[src/rtl/mips_mc_control.sv]
// mips_mc_control: multi-cycle MIPS control FSM.
// Decodes the latched instruction, sequences fetch/decode/execute/memory/writeback,
// and drives ALU op/operand selects plus datapath enables. Counts retired instructions.
// Ports:
//   clk, rst_n          clock, synchronous active-low reset
//   instr               instruction register contents (valid from DECODE on)
//   zero                ALU zero flag, used in BRANCH
//   mem_ready           memory access completes this cycle
//   alu_op              4-bit ALU operation code
//   alu_src_a/_b        ALU operand selects
//   ir_we, pc_we        IR / PC load enables; pc_src selects the PC source
//   mem_re, mem_we      memory read/write requests; mem_iord picks PC (0) or ALUOut (1)
//   reg_we, reg_dst     register file write and destination (0 rt, 1 rd)
//   mem_to_reg          write-back source (0 ALUOut, 1 memory data)
//   illegal             one-cycle pulse on an undecodable instruction
//   retired             retired-instruction count (wraps)
module mips_mc_control #(
  parameter int unsigned CNT_W = 32
) (
  input  logic             clk,
  input  logic             rst_n,
  input  logic [31:0]      instr,
  input  logic             zero,
  input  logic             mem_ready,
  output logic [3:0]       alu_op,
  output logic [1:0]       alu_src_a,
  output logic [1:0]       alu_src_b,
  output logic             ir_we,
  output logic             pc_we,
  output logic [1:0]       pc_src,
  output logic             mem_re,
  output logic             mem_we,
  output logic             mem_iord,
  output logic             reg_we,
  output logic             reg_dst,
  output logic             mem_to_reg,
  output logic             illegal,
  output logic [CNT_W-1:0] retired
);

  // Opcodes
  localparam logic [5:0] OP_RTYPE = 6'b000000;
  localparam logic [5:0] OP_LW    = 6'b100011;
  localparam logic [5:0] OP_SW    = 6'b101011;
  localparam logic [5:0] OP_BEQ   = 6'b000100;
  localparam logic [5:0] OP_BNE   = 6'b000101;
  localparam logic [5:0] OP_J     = 6'b000010;
  localparam logic [5:0] OP_ADDI  = 6'b001000;
  localparam logic [5:0] OP_ANDI  = 6'b001100;
  localparam logic [5:0] OP_ORI   = 6'b001101;
  localparam logic [5:0] OP_XORI  = 6'b001110;
  localparam logic [5:0] OP_SLTI  = 6'b001010;

  // R-type function codes
  localparam logic [5:0] FN_ADD = 6'b100000;
  localparam logic [5:0] FN_SUB = 6'b100010;
  localparam logic [5:0] FN_OR  = 6'b100101;
  localparam logic [5:0] FN_AND = 6'b100100;
  localparam logic [5:0] FN_XOR = 6'b100110;
  localparam logic [5:0] FN_NOR = 6'b100111;
  localparam logic [5:0] FN_SLT = 6'b101010;
  localparam logic [5:0] FN_MUL = 6'b011000;
  localparam logic [5:0] FN_SRL = 6'b000010;
  localparam logic [5:0] FN_SLL = 6'b000000;

  // ALU operation codes
  localparam logic [3:0] ALU_ADD = 4'b0000;
  localparam logic [3:0] ALU_SUB = 4'b0001;
  localparam logic [3:0] ALU_OR  = 4'b0010;
  localparam logic [3:0] ALU_AND = 4'b0011;
  localparam logic [3:0] ALU_XOR = 4'b0100;
  localparam logic [3:0] ALU_SRL = 4'b0101;
  localparam logic [3:0] ALU_SLL = 4'b0110;
  localparam logic [3:0] ALU_SLT = 4'b1000;
  localparam logic [3:0] ALU_MUL = 4'b1001;
  localparam logic [3:0] ALU_NOR = 4'b1111;

  // Operand select codes
  localparam logic [1:0] SRC_A_PC    = 2'b00;
  localparam logic [1:0] SRC_A_REG   = 2'b01;
  localparam logic [1:0] SRC_A_SHAMT = 2'b10;
  localparam logic [1:0] SRC_B_REG   = 2'b00;
  localparam logic [1:0] SRC_B_FOUR  = 2'b01;
  localparam logic [1:0] SRC_B_IMM   = 2'b10;
  localparam logic [1:0] SRC_B_IMM4  = 2'b11;

  localparam logic [1:0] PC_ALU    = 2'b00;
  localparam logic [1:0] PC_ALUOUT = 2'b01;
  localparam logic [1:0] PC_JUMP   = 2'b10;

  typedef enum logic [3:0] {
    S_FETCH,
    S_DECODE,
    S_EXEC_R,
    S_EXEC_I,
    S_WB_R,
    S_WB_I,
    S_MEM_ADDR,
    S_MEM_RD,
    S_MEM_WB,
    S_MEM_WR,
    S_BRANCH,
    S_JUMP,
    S_ILLEGAL
  } state_t;

  state_t     state;
  state_t     state_nxt;
  logic       retire_c;

  logic [5:0] opcode;
  logic [5:0] funct;
  logic [3:0] r_alu_op;
  logic       r_ok;
  logic       r_shift;
  logic [3:0] i_alu_op;
  logic       unused_instr;

  assign opcode       = instr[31:26];
  assign funct        = instr[5:0];
  // Register/immediate fields are consumed by the datapath, not the controller.
  assign unused_instr = ^instr[25:6];

  // R-type funct decode: ALU op, legality, shift-amount operand
  always_comb begin
    r_alu_op = ALU_ADD;
    r_ok     = 1'b1;
    r_shift  = 1'b0;
    case (funct)
      FN_ADD:  r_alu_op = ALU_ADD;
      FN_SUB:  r_alu_op = ALU_SUB;
      FN_OR:   r_alu_op = ALU_OR;
      FN_AND:  r_alu_op = ALU_AND;
      FN_XOR:  r_alu_op = ALU_XOR;
      FN_NOR:  r_alu_op = ALU_NOR;
      FN_SLT:  r_alu_op = ALU_SLT;
      FN_MUL:  r_alu_op = ALU_MUL;
      FN_SRL:  begin r_alu_op = ALU_SRL; r_shift = 1'b1; end
      FN_SLL:  begin r_alu_op = ALU_SLL; r_shift = 1'b1; end
      default: r_ok = 1'b0;
    endcase
  end

  // I-type opcode to ALU op
  always_comb begin
    i_alu_op = ALU_ADD;
    case (opcode)
      OP_ANDI: i_alu_op = ALU_AND;
      OP_ORI:  i_alu_op = ALU_OR;
      OP_XORI: i_alu_op = ALU_XOR;
      OP_SLTI: i_alu_op = ALU_SLT;
      default: i_alu_op = ALU_ADD;
    endcase
  end

  // State register and retired-instruction counter
  always_ff @(posedge clk) begin
    if (!rst_n) begin
      state   <= S_FETCH;
      retired <= '0;
    end else begin
      state <= state_nxt;
      if (retire_c) retired <= retired + CNT_W'(1);
    end
  end

  // Next-state and Moore output decode
  always_comb begin
    state_nxt  = state;
    retire_c   = 1'b0;
    alu_op     = ALU_ADD;
    alu_src_a  = SRC_A_PC;
    alu_src_b  = SRC_B_REG;
    ir_we      = 1'b0;
    pc_we      = 1'b0;
    pc_src     = PC_ALU;
    mem_re     = 1'b0;
    mem_we     = 1'b0;
    mem_iord   = 1'b0;
    reg_we     = 1'b0;
    reg_dst    = 1'b0;
    mem_to_reg = 1'b0;
    illegal    = 1'b0;

    case (state)
      S_FETCH: begin
        mem_re    = 1'b1;
        alu_src_b = SRC_B_FOUR;
        if (mem_ready) begin
          ir_we     = 1'b1;
          pc_we     = 1'b1;
          state_nxt = S_DECODE;
        end
      end
      S_DECODE: begin
        // Speculative branch target PC+(imm<<2), captured in ALUOut
        alu_src_b = SRC_B_IMM4;
        case (opcode)
          OP_RTYPE:                                      state_nxt = S_EXEC_R;
          OP_LW, OP_SW:                                  state_nxt = S_MEM_ADDR;
          OP_BEQ, OP_BNE:                                state_nxt = S_BRANCH;
          OP_J:                                          state_nxt = S_JUMP;
          OP_ADDI, OP_ANDI, OP_ORI, OP_XORI, OP_SLTI:    state_nxt = S_EXEC_I;
          default:                                       state_nxt = S_ILLEGAL;
        endcase
      end
      S_EXEC_R: begin
        alu_op    = r_ok ? r_alu_op : ALU_ADD;
        alu_src_a = r_shift ? SRC_A_SHAMT : SRC_A_REG;
        alu_src_b = SRC_B_REG;
        state_nxt = r_ok ? S_WB_R : S_ILLEGAL;
      end
      S_EXEC_I: begin
        alu_op    = i_alu_op;
        alu_src_a = SRC_A_REG;
        alu_src_b = SRC_B_IMM;
        state_nxt = S_WB_I;
      end
      S_WB_R: begin
        reg_we    = 1'b1;
        reg_dst   = 1'b1;
        retire_c  = 1'b1;
        state_nxt = S_FETCH;
      end
      S_WB_I: begin
        reg_we    = 1'b1;
        retire_c  = 1'b1;
        state_nxt = S_FETCH;
      end
      S_MEM_ADDR: begin
        alu_src_a = SRC_A_REG;
        alu_src_b = SRC_B_IMM;
        state_nxt = (opcode == OP_LW) ? S_MEM_RD : S_MEM_WR;
      end
      S_MEM_RD: begin
        mem_re   = 1'b1;
        mem_iord = 1'b1;
        if (mem_ready) state_nxt = S_MEM_WB;
      end
      S_MEM_WB: begin
        reg_we     = 1'b1;
        mem_to_reg = 1'b1;
        retire_c   = 1'b1;
        state_nxt  = S_FETCH;
      end
      S_MEM_WR: begin
        mem_we   = 1'b1;
        mem_iord = 1'b1;
        if (mem_ready) begin
          retire_c  = 1'b1;
          state_nxt = S_FETCH;
        end
      end
      S_BRANCH: begin
        alu_op    = ALU_SUB;
        alu_src_a = SRC_A_REG;
        alu_src_b = SRC_B_REG;
        pc_src    = PC_ALUOUT;
        pc_we     = (opcode == OP_BNE) ? ~zero : zero;
        retire_c  = 1'b1;
        state_nxt = S_FETCH;
      end
      S_JUMP: begin
        pc_we     = 1'b1;
        pc_src    = PC_JUMP;
        retire_c  = 1'b1;
        state_nxt = S_FETCH;
      end
      S_ILLEGAL: begin
        illegal   = 1'b1;
        state_nxt = S_FETCH;
      end
      default: state_nxt = S_FETCH;
    endcase

    // While reset is asserted every request and enable is forced low,
    // which also drops any in-flight bus request immediately.
    if (!rst_n) begin
      retire_c   = 1'b0;
      alu_op     = ALU_ADD;
      alu_src_a  = SRC_A_PC;
      alu_src_b  = SRC_B_REG;
      ir_we      = 1'b0;
      pc_we      = 1'b0;
      pc_src     = PC_ALU;
      mem_re     = 1'b0;
      mem_we     = 1'b0;
      mem_iord   = 1'b0;
      reg_we     = 1'b0;
      reg_dst    = 1'b0;
      mem_to_reg = 1'b0;
      illegal    = 1'b0;
    end
  end

endmodule

[config.mk]
export PLATFORM = sky130hd
export DESIGN_NAME = mips_mc_control
export DESIGN_NICKNAME = d
export VERILOG_FILES = /design/src/rtl/mips_mc_control.sv
export SDC_FILE = /design/constraint.sdc
export NUM_CORES = 1
export LEC_CHECK = 0
export CAP_MARGIN = 30
export CORE_MARGIN = 5
export CORE_UTILIZATION = 45
export DETAILED_ROUTE_END_ITERATION = 10
export PLACE_DENSITY = 0.79
export SYNTH_ARGS = -nofsm -noshare
export SYNTH_HDL_FRONTEND = slang
export SYNTH_SLANG_ARGS = --single-unit
[constraint.sdc]
create_clock -name clk -period 2.7 [get_ports clk]
set_input_delay 0.27 -clock clk [delete_from_list [all_inputs] [get_ports clk]]
set_output_delay 0.27 -clock clk [all_outputs]
set_load 0.03 [all_outputs]
# After elaboration in Yosys (flattened, before gate mapping)
# Index checks and enable logic that the tools add are counted.
# op_classes
muxes	43
div	0
eq_ne	34
n_mul	0
order_cmp	0
shifts	0
n_bitwise	1
add_sub_neg	1
reduce_logical	15
# op_table
op	count
6-bit equality test (second input constant)	9
4-bit case mux with 9 select lines	1
32-bit by 1-bit adder with 32-bit output (second input constant)	1
6-bit by 4-bit equality test with 1-bit output (second input constant)	5
4-bit 2-to-1 mux	7
4-bit case mux with 7 select lines	1
1-bit 2-to-1 mux	22
4-bit equality test (second input constant)	5
4-bit case mux with 5 select lines	1
4-bit by 3-bit equality test with 1-bit output (second input constant)	4
4-bit case mux with 4 select lines	1
6-bit by 2-bit equality test with 1-bit output (second input constant)	2
6-bit by 3-bit equality test with 1-bit output (second input constant)	2
6-bit logical NOT	2
4-bit case mux with 3 select lines	1
2-bit OR reduction	6
10-bit OR reduction	1
5-bit OR reduction	2
4-bit by 2-bit equality test with 1-bit output (second input constant)	2
2-bit 2-to-1 mux	4
2-bit case mux with 2 select lines	2
6-bit by 5-bit equality test with 1-bit output (second input constant)	1
2-bit != test (second input constant)	3
2-bit case mux with 3 select lines	1
7 further kinds	8
# word_totals
register_bits	36
input_bits	36
memories	0
mem_bits_ro	0
latchBits	0
out_inout_bits	51
mem_bits_rw	0

# Longest topological paths before layout
# Gate-level depths: netlist (run 1).
# logic_depth
word_depth	6
mapped_depth	8

# Worst setup path after synthesis (run 1)
# OpenSTA, ideal clock, no wires.
# synth_timing
path_kind	input to output
from	in instr[2]
to	out alu_op[2]
arrival_ns	2.095
t_required_ns	2.430
cell_stages	6
setup_slack_ns	0.335
path_cell_list	clkbuf_1 > or3_1 > nor3_1 > a211o_1 > nand3_1 > o32ai_1
# synth_via
elab_chain_cells	6
# synth_lines
element	line_no	rtl
start: declaration	22	input logic [31:0] instr,
6-bit by 2-bit equality test with 1-bit output (tied with other cells)	129	case (funct)
10-bit OR reduction (no source line)	--	
1-bit 2-to-1 mux	129	
4-bit 2-to-1 mux (*)	208	alu_op = r_ok ? r_alu_op : ALU_ADD;
4-bit case mux with 3 select lines (*)	185	case (state)
4-bit 2-to-1 mux (*)	278	if (!rst_n) begin
end: declaration	25	output logic [3:0] alu_op,
# Every way passes the cells marked *; elsewhere a longest branch is shown, timed or not.

# Worst setup path in the final report (run 1)
# layout_timing
from	in instr[0]
to	out alu_op[2]
# The elaborated chain is that of the path after synthesis.

==> impl_metrics.env, run 1 <==
export IMPL_cts_root_buffer="clkbuf_8"
export IMPL_fin_crit_ns=2.57
export IMPL_ys_ff_latch=36
export IMPL_r2r_slack_ns=0.45
export IMPL_drtIter0Drc=78
export IMPL_first_pass_iters=4
export IMPL_start_util=0.463
export IMPL_rsz0062_at_grt="false"
export IMPL_num_rows=26
export IMPL_gp_congestion=0.861
export IMPL_async_flop_share=0
export IMPL_fp_coreArea_sq_um=5110
export IMPL_path_clk_slew_ns=0.07
export IMPL_final_cell_area_sq_um=3220
export IMPL_yosys_warnings=0
export IMPL_routedWlPerCell_um=13.9
export IMPL_dp_hpwl_mm=4.93
export IMPL_cts_setup_buffers=0
export IMPL_route_detailed_drc=0
export IMPL_fp_dieW_um=82.5
export IMPL_worstPathArrival_ns=2.30
export IMPL_pwr_share_comb=0.202
export IMPL_synthFlopType="dfxtp_1"
export IMPL_p_sw_frac=0.289
export IMPL_p_leak_nw=1.13
export IMPL_drtAntennaViolNets=0
export IMPL_io_pins=87
export IMPL_p_per_area_nw_per_um2=369
export IMPL_status="finished clean"
export IMPL_nets=432
export IMPL_design_power_total_mw=1.19
export IMPL_hold_path_class="reg2reg"
export IMPL_worstSetupStartpoint="instr[0]"
export IMPL_fin_crit_sh=0.953
export IMPL_crit_required_ns=2.43
export IMPL_setup_viol=0
export IMPL_synthesis_nets=359
export IMPL_antenna_cells=0
export IMPL_grt_max_degree=28
export IMPL_areaGrowthSynthToFinish_pct=35.9
export IMPL_numCtsBuffers=5
export IMPL_seqPwrFrac=0.461
export IMPL_synth_top_cells_by_count="36 x dfxtp_1, 36 x nor2_1, 31 x nand2_1"
export IMPL_yosys_area_top_type_share=0.304
export IMPL_clock_power_share=0.336
export IMPL_h_tree_depth=2
export IMPL_cp_start_kind="input port"
export IMPL_num_vias=2608
export IMPL_maxCapViolations=0
export IMPL_drive_gt1_frac=0.111
export IMPL_synthCells=322
export IMPL_fin_setup_tns_ns=0
export IMPL_syn_area_sq_um=2370
export IMPL_tightestPinTransition_ns=0.482
export IMPL_io_buffers=66
export IMPL_synth_top_cell_by_area="dfxtp_1"
export IMPL_p_int_mw=0.845
export IMPL_fp_dieH_um=82.5
export IMPL_viasPerCell=5.60
export IMPL_grt_pass1_wl_mm=10.5
export IMPL_cts_hold_buf=0
export IMPL_placed_area_sq_um=3120
export IMPL_avgSynthCellArea_sq_um=7.35
export IMPL_rr_endpoint="retired[26]"
export IMPL_gr_total_overflow=0
export IMPL_path_class="in2out"
export IMPL_fmax_mhz=389
export IMPL_worstSetupEndpointType="output port"
export IMPL_cts_sinks=36
export IMPL_rr_worst_depth=5
export IMPL_wl_mm=6.46
export IMPL_antenna_found_initial=0
export IMPL_p_sw_mw=0.343
export IMPL_cts_buffer_depth=2
export IMPL_vdd_drop_max_mv=0.170
export IMPL_post_cts_resized=0
export IMPL_endpoint="alu_op[2]"
export IMPL_postLayoutCoreUtil=0.630
export IMPL_synth_area_top_cells="dfxtp_1 30%, nor2_1 5.7%, xnor2_1 5.5%"
export IMPL_fp_dieArea_sq_um=6810
export IMPL_hold_viol=0
export IMPL_grtUsageTotal=0.195
export IMPL_worstReg2RegStart="state[2]"
export IMPL_fin_worst_skew_ns=0.00848
export IMPL_ys_seq_area_frac=0.304
export IMPL_clk_latency_ns=0.29
export IMPL_cts_tree="yes"
export IMPL_ys_types=49
export IMPL_synth_edf_count=0
export IMPL_crit_fanout=7
export IMPL_maxSlewViolCount=0
export IMPL_grt_pass1_vias=2368
export IMPL_relSlewSlack=0.674
==> area by class of cell <==
class	instances	area (sq um)
clock buffer	7	86.3
clock inverter	1	7.51
fill	472	1890
inverter	13	48.8
multi-input combinational	256	1520
sequential	36	721
tap	70	87.6
timing repair buffer	83	751
==> worst min-delay path by stage <==
stage / end / startpoint / cells past startpoint
global route: retired[31] / retired[31] / 2
detailed placement: retired[31] / retired[31] / 2
CTS: retired[31] / retired[31] / 2
floorplan: state[3] / instr[30] / 2
global placement: retired[31] / retired[31] / 2
finish: retired[31] / retired[31] / 2
==> flip-flops by register name, indices dropped and copies added (netlist names) <==
name,flops
state,4
retired,32
==> metal layers <==
metal	vias to the layer above	wire length, um	part of all wire	track usage
met5	-	0	0	0
met4	0	97	0.015	0.0637
met3	11	273	0.042	0.0315
met2	70	3130	0.48	0.338
met1	1204	2960	0.46	0.245
li1	1323	-	-	-
==> power by group through the flow <==
stage,registers (mW),clock network (mW),logic [mW]
4_1_cts,0.548,0.413,0.239
3_5_place_dp,0.560,0,0.238
6_report,0.548,0.400,0.240
3_3_place_gp,0.560,0,0.235
2_1_floorplan,0.563,0,0.144
5_1_grt,0.549,0.434,0.262
==> through the flow <==
step	instances	hold WS (ns)	worst slack [ns]
floorplan	322	0.481	0.335
global placement	458	0.457	0.231
detailed placement	458	0.463	0.197
CTS	466	0.474	0.166
global route	466	0.502	0.00724
finish	466	0.472	0.128
==> logic make-up (layout without fill, tap and decap cells) <==
| kind of cell | count (synthesis) | count (layout) | share of synthesized area |
|---|---|---|---|
| buf+inv | 30 | 104 | 0.0550 |
| flops | 36 | 36 | 0.304 |
| fa+ha+maj | 1 | 1 | 0.00528 |
| simple gates | 170 | 170 | 0.376 |
| xor+xnor | 16 | 16 | 0.0592 |
| mux | 10 | 10 | 0.0433 |
| compound gates | 59 | 59 | 0.157 |
==> cell usage in the layout (no fill, tap or decap), drive strengths merged, types with 12 or more instances in the layout <==
cell           netlist  routed
inv                 12      12
buf                  5      32
xnor2               15      15
nand2b              16      16
nor2                36      36
nor3                17      17
clkdlybuf4s50        0      51
a21oi               20      20
dfxtp               36      36
nand2               31      31
nand3               14      14
==> critical path, stage by stage <==
cell and delay, ns:
clkdlybuf4s50_1 0.52, or3_1 0.46, nor3_1 0.29, a211o_1 0.16, nand3_1 0.11, o32ai_1 0.29, buf_4 0.21
No activity file was read; power rests on OpenSTA's default activity.
==> inputs of run 2 (changes only) <==
- CORE_MARGIN: 5 -> unset
==> run 2 against run 1 <==
  * Global-route usage grew 3.8 points
  * Clock power grew 17%
  * Routed wire length shrank 2.5%
  * Design area grew 0.89%
  * Clock-buffer cell count shrank 1
  * Non-clock buffer count grew 1
  * Critical path type unchanged
  * Maximum frequency grew 2.9%
  * Die area shrank 18%
  * Via count grew 0.84%
  * Cell count grew 0.21%
  * Clock skew grew 0.00058 ns
  * Critical path depth is the same
==> impl_metrics.env, run 2 (same netlist as run 1, synthesis figures left out) <==
export IMPL_status="finished clean"
export IMPL_cts_sinks=36
export IMPL_cts_buffer_depth=2
export IMPL_relSlewSlack=0.654
export IMPL_fin_crit_sh=0.926
export IMPL_route_detailed_drc=0
export IMPL_antenna_found_initial=0
export IMPL_hold_worst_slack_ns=0.477
export IMPL_mostFrequentLayoutCells="54 x clkdlybuf4s50_1, 36 x nor2_1, 36 x dfxtp_1, 31 x nand2_1, 30 x buf_4"
export IMPL_io_pins=87
export IMPL_gr_total_overflow=0
export IMPL_fillers=503
export IMPL_grt_pass1_wl_mm=10.2
export IMPL_post_cts_resized=0
export IMPL_seqPwrFrac=0.438
export IMPL_pwr_share_comb=0.191
export IMPL_hold_path_class="reg2reg"
export IMPL_reg_top3="retired: 32 flops, state: 4 flops"
export IMPL_grt_max_degree=28
export IMPL_cts_root_buffer="clkbuf_8"
export IMPL_fin_crit_ns=2.50
export IMPL_h_tree_depth=2
export IMPL_path_clk_slew_ns=0.08
export IMPL_grt_pass1_vias=2334
export IMPL_seq_area_sq_um=721
export IMPL_rsz0062_at_grt="false"
export IMPL_setup_viol=0
export IMPL_start_util=0.466
export IMPL_num_vias=2630
export IMPL_clock_power_share=0.371
export IMPL_p_leak_nw=1.14
export IMPL_p_per_area_nw_per_um2=388
export IMPL_cts_hold_buf=0
export IMPL_maxSlewViolCount=0
export IMPL_vdd_drop_max_mv=0.299
export IMPL_areaGrowthSynthToFinish_pct=37.2
export IMPL_drive_gt1_frac=0.106
export IMPL_cp_start_kind="input port"
export IMPL_worstPathArrival_ns=2.23
export IMPL_viasPerCell=5.63
export IMPL_fin_worst_skew_ns=0.00905
export IMPL_clk_latency_ns=0.29
export IMPL_cts_tree="yes"
export IMPL_gp_congestion=0.969
export IMPL_grtUsageTotal=0.233
export IMPL_fmax_mhz=400
export IMPL_postLayoutCoreUtil=0.640
export IMPL_tightestPinTransition_ns=0.512
export IMPL_fp_coreArea_sq_um=5070
export IMPL_io_buffers=66
export IMPL_cts_setup_buffers=0
export IMPL_drtIter0Drc=146
export IMPL_crit_fanout=7
export IMPL_numCtsBuffers=5
export IMPL_drtAntennaViolNets=0
export IMPL_nets=433
export IMPL_crit_required_ns=2.43
export IMPL_p_sw_frac=0.272
export IMPL_num_rows=26
export IMPL_maxCapViolations=0
export IMPL_fp_dieH_um=74.5
export IMPL_fin_setup_tns_ns=0
export IMPL_path_class="in2out"
export IMPL_worstSetupEndpointType="output port"
export IMPL_routedWlPerCell_um=13.5
export IMPL_design_power_total_mw=1.26
export IMPL_fp_dieArea_sq_um=5550
export IMPL_dp_hpwl_mm=4.79
export IMPL_multi_input_area_sq_um=1520
export IMPL_largest_register_ffs=32
export IMPL_p_sw_mw=0.343
export IMPL_largest_register="retired"
export IMPL_hold_viol=0
export IMPL_first_pass_iters=5
export IMPL_p_int_mw=0.917
export IMPL_final_common_cell="clkdlybuf4s50_1"
export IMPL_antenna_cells=0
export IMPL_fp_dieW_um=74.5
export IMPL_wl_mm=6.29
-- run 2: per-layer routing --
layer / up-vias / GRT usage / share of wire / routed length [um]
met2: 96 / 0.389 / 0.49 / 3100
met4: 0 / 0.0608 / 0.013 / 80
met1: 1210 / 0.305 / 0.44 / 2740
met3: 8 / 0.0461 / 0.059 / 371
met5: - / 0 / 0 / 0
li1: 1316 / - / - / -
-- run 2: layout make-up --
class | instances | area share
multi-input cells | 256 | 0.467
clock buffers | 6 | 0.0224
flip-flops and latches | 36 | 0.222
repair buffers | 84 | 0.236
well taps | 70 | 0.0270
clock inverters | 2 | 0.0108
inverters | 13 | 0.0150
-- run 2: path summary, 6_finish.rpt --
path / from / endpoint / slack (ns) / cells past startpoint
max: instr[0] / alu_op[2] / 0.20 / 7
min: retired[31] / retired[31] / 0.48 / 2
max reg2reg: state[1] / retired[26] / 0.31 / 5
min reg2reg: retired[31] / retired[31] / 0.48 / 2
-- run 2: critical path, stage by stage --
cell	delay, ns
clkdlybuf4s50_1	0.51
or3_1	0.46
nor3_1	0.25
a211o_1	0.15
nand3_1	0.10
o32ai_1	0.28
buf_4	0.21
-- run 2: metrics by stage --
| stage | setup slack (ns) | instances | cell area (sq um) |
|---|---|---|---|
| final | 0.200 | 467 | 3250 |
| after global routing | 0.00477 | 467 | 3250 |
| after CTS | 0.192 | 467 | 3250 |
| after detailed placement | 0.157 | 459 | 3140 |
| after global placement | 0.222 | 459 | 3140 |
| after floorplan | 0.335 | 322 | 2370 |
-- run 2: power groups by stage --
stage / Sequential [mW] / Combinational, mW / Clock [mW]
5_1_grt: 0.554 / 0.262 / 0.496
4_1_cts: 0.551 / 0.240 / 0.473
3_3_place_gp: 0.563 / 0.235 / 0
6_report: 0.552 / 0.241 / 0.467
3_5_place_dp: 0.564 / 0.239 / 0
2_1_floorplan: 0.563 / 0.144 / 0
==> inputs of run 3 (changes only) <==
- CORE_UTILIZATION: 45 -> 25
- PLACE_DENSITY: 0.79 -> 0.48
==> run 3 against run 2 <==
  * Maximum frequency grew 3.2%
  * Critical path type unchanged
  * Largest power group unchanged
  * Worst hold slack worse by 0.0051 ns
  * Routed wire length rose by 12%
  * Worst setup slack gained 0.078 ns
  * Register-to-register slack better by 0.09 ns
  * Sequential cell count did not move
  * Via count fell by 2.0%
==> impl_metrics.env, run 3 (same netlist as run 1, synthesis figures left out) <==
export IMPL_status="finished clean"
export IMPL_gp_congestion=0.784
export IMPL_wl_mm=7.04
export IMPL_p_leak_nw=1.14
export IMPL_cts_setup_buffers=0
export IMPL_cts_sinks=36
export IMPL_gr_total_overflow=0
export IMPL_drtIter0Drc=96
export IMPL_clk_latency_ns=0.29
export IMPL_crit_fanout=3
export IMPL_start_util=0.257
export IMPL_route_detailed_drc=0
export IMPL_num_vias=2577
export IMPL_largest_register_ffs=32
export IMPL_fin_crit_sh=0.897
export IMPL_io_pins=87
export IMPL_grt_max_degree=28
export IMPL_p_per_area_nw_per_um2=387
export IMPL_hold_path_class="reg2reg"
export IMPL_final_common_cell="clkdlybuf4s50_1"
export IMPL_areaGrowthSynthToFinish_pct=38.7
export IMPL_worstSetupEndpointType="output port"
export IMPL_routedWlPerCell_um=13.9
export IMPL_fp_dieH_um=99.3
export IMPL_worstPathArrival_ns=2.15
export IMPL_first_pass_iters=4
export IMPL_fin_worst_skew_ns=0.0111
export IMPL_drtAntennaViolNets=0
export IMPL_placed_cells=498
export IMPL_path_class="in2out"
export IMPL_viasPerCell=5.09
export IMPL_cts_tree="yes"
export IMPL_drive_gt1_frac=0.119
export IMPL_fp_coreArea_sq_um=9200
export IMPL_rsz0062_at_grt="false"
export IMPL_cts_buffer_depth=2
export IMPL_fmax_mhz=413
export IMPL_dp_hpwl_mm=5.27
export IMPL_relSlewSlack=0.644
export IMPL_maxCapViolations=0
export IMPL_reg_top3="retired: 32 flops, state: 4 flops"
export IMPL_design_power_total_mw=1.27
export IMPL_cp_start_kind="input port"
export IMPL_largest_register="retired"
export IMPL_io_buffers=66
export IMPL_path_clk_slew_ns=0.08
export IMPL_setup_viol=0
export IMPL_maxSlewViolCount=0
export IMPL_hold_viol=0
export IMPL_post_cts_resized=0
export IMPL_vdd_drop_max_mv=0.150
export IMPL_cts_root_buffer="clkbuf_8"
export IMPL_fin_setup_tns_ns=0
export IMPL_h_tree_depth=2
export IMPL_nets=431
export IMPL_grt_pass1_vias=2393
export IMPL_fin_cells=506
export IMPL_grt_pass1_wl_mm=11.7
export IMPL_antenna_cells=0
export IMPL_fin_crit_ns=2.42
export IMPL_crit_required_ns=2.43
export IMPL_num_rows=35
export IMPL_numCtsBuffers=5
export IMPL_fp_dieW_um=99.3
export IMPL_fp_dieArea_sq_um=9860
export IMPL_antenna_found_initial=0
export IMPL_mostFrequentLayoutCells="48 x clkdlybuf4s50_1, 36 x nor2_1, 36 x dfxtp_1, 33 x buf_4, 31 x nand2_1"
export IMPL_cts_hold_buf=0
export IMPL_tightestPinTransition_ns=0.533
export IMPL_grtUsageTotal=0.144
==> run 3: cell count changes in the layout (fill, tap and decap cells not counted) <==
cell             before  now
clkinvlp_4            0    1
buf_4                30   33
clkbuf_1              1    0
buf_12                0    1
clkdlybuf4s50_1      54   48
==> run 3: cell type report <==
type,count,area [sq um]
clock buffers,5,68.8
clock inverters,3,42.5
fillers,993,5910
inverters,13,48.8
multi-input cells,256,1520
flip-flops and latches,36,721
well taps,111,139
repair buffers,82,748
==> run 3: metal layers <==
layer  vias up  global-route usage  share of wire
li1       1321                   -              -
met1      1167               0.188           0.48
met2        81               0.243           0.46
met3         8              0.0260          0.048
met4         0              0.0385          0.013
met5         -                   0              0
==> run 3: power by group <==
group / total [mW] / switching [mW] / internal (mW)
combinational: 0.241 / 0.142 / 0.0987
clock: 0.481 / 0.207 / 0.273
sequential: 0.549 / 0.0104 / 0.538
total: 1.27 / 0.360 / 0.910
==> run 3: final timing paths <==
kind / start / end / slack [ns] / depth (start not counted)
setup / recovery: instr[0] / alu_op[2] / 0.28 / 7
hold reg to reg: retired[31] / retired[31] / 0.47 / 2
hold / removal: retired[31] / retired[31] / 0.47 / 2
setup reg to reg: state[2] / retired[28] / 0.40 / 5
==> run 3: per-stage QoR <==
step	hold slack [ns]	utilization	setup WS (ns)	area [sq um]
2_1_floorplan	0.481	-	0.335	2370
3_3_place_gp	0.453	0.345	0.177	3170
5_1_grt	0.521	0.357	0.0880	3280
6_report	0.472	0.357	0.278	3280
4_1_cts	0.474	0.357	0.236	3280
3_5_place_dp	0.461	0.345	0.163	3170
==> run 3: critical path, stage by stage <==
cell and delay [ns]:
clkdlybuf4s50_1 0.41, or3_1 0.44, nor3_1 0.27, a211o_1 0.15, nand3_1 0.09, o32ai_1 0.30, buf_4 0.21
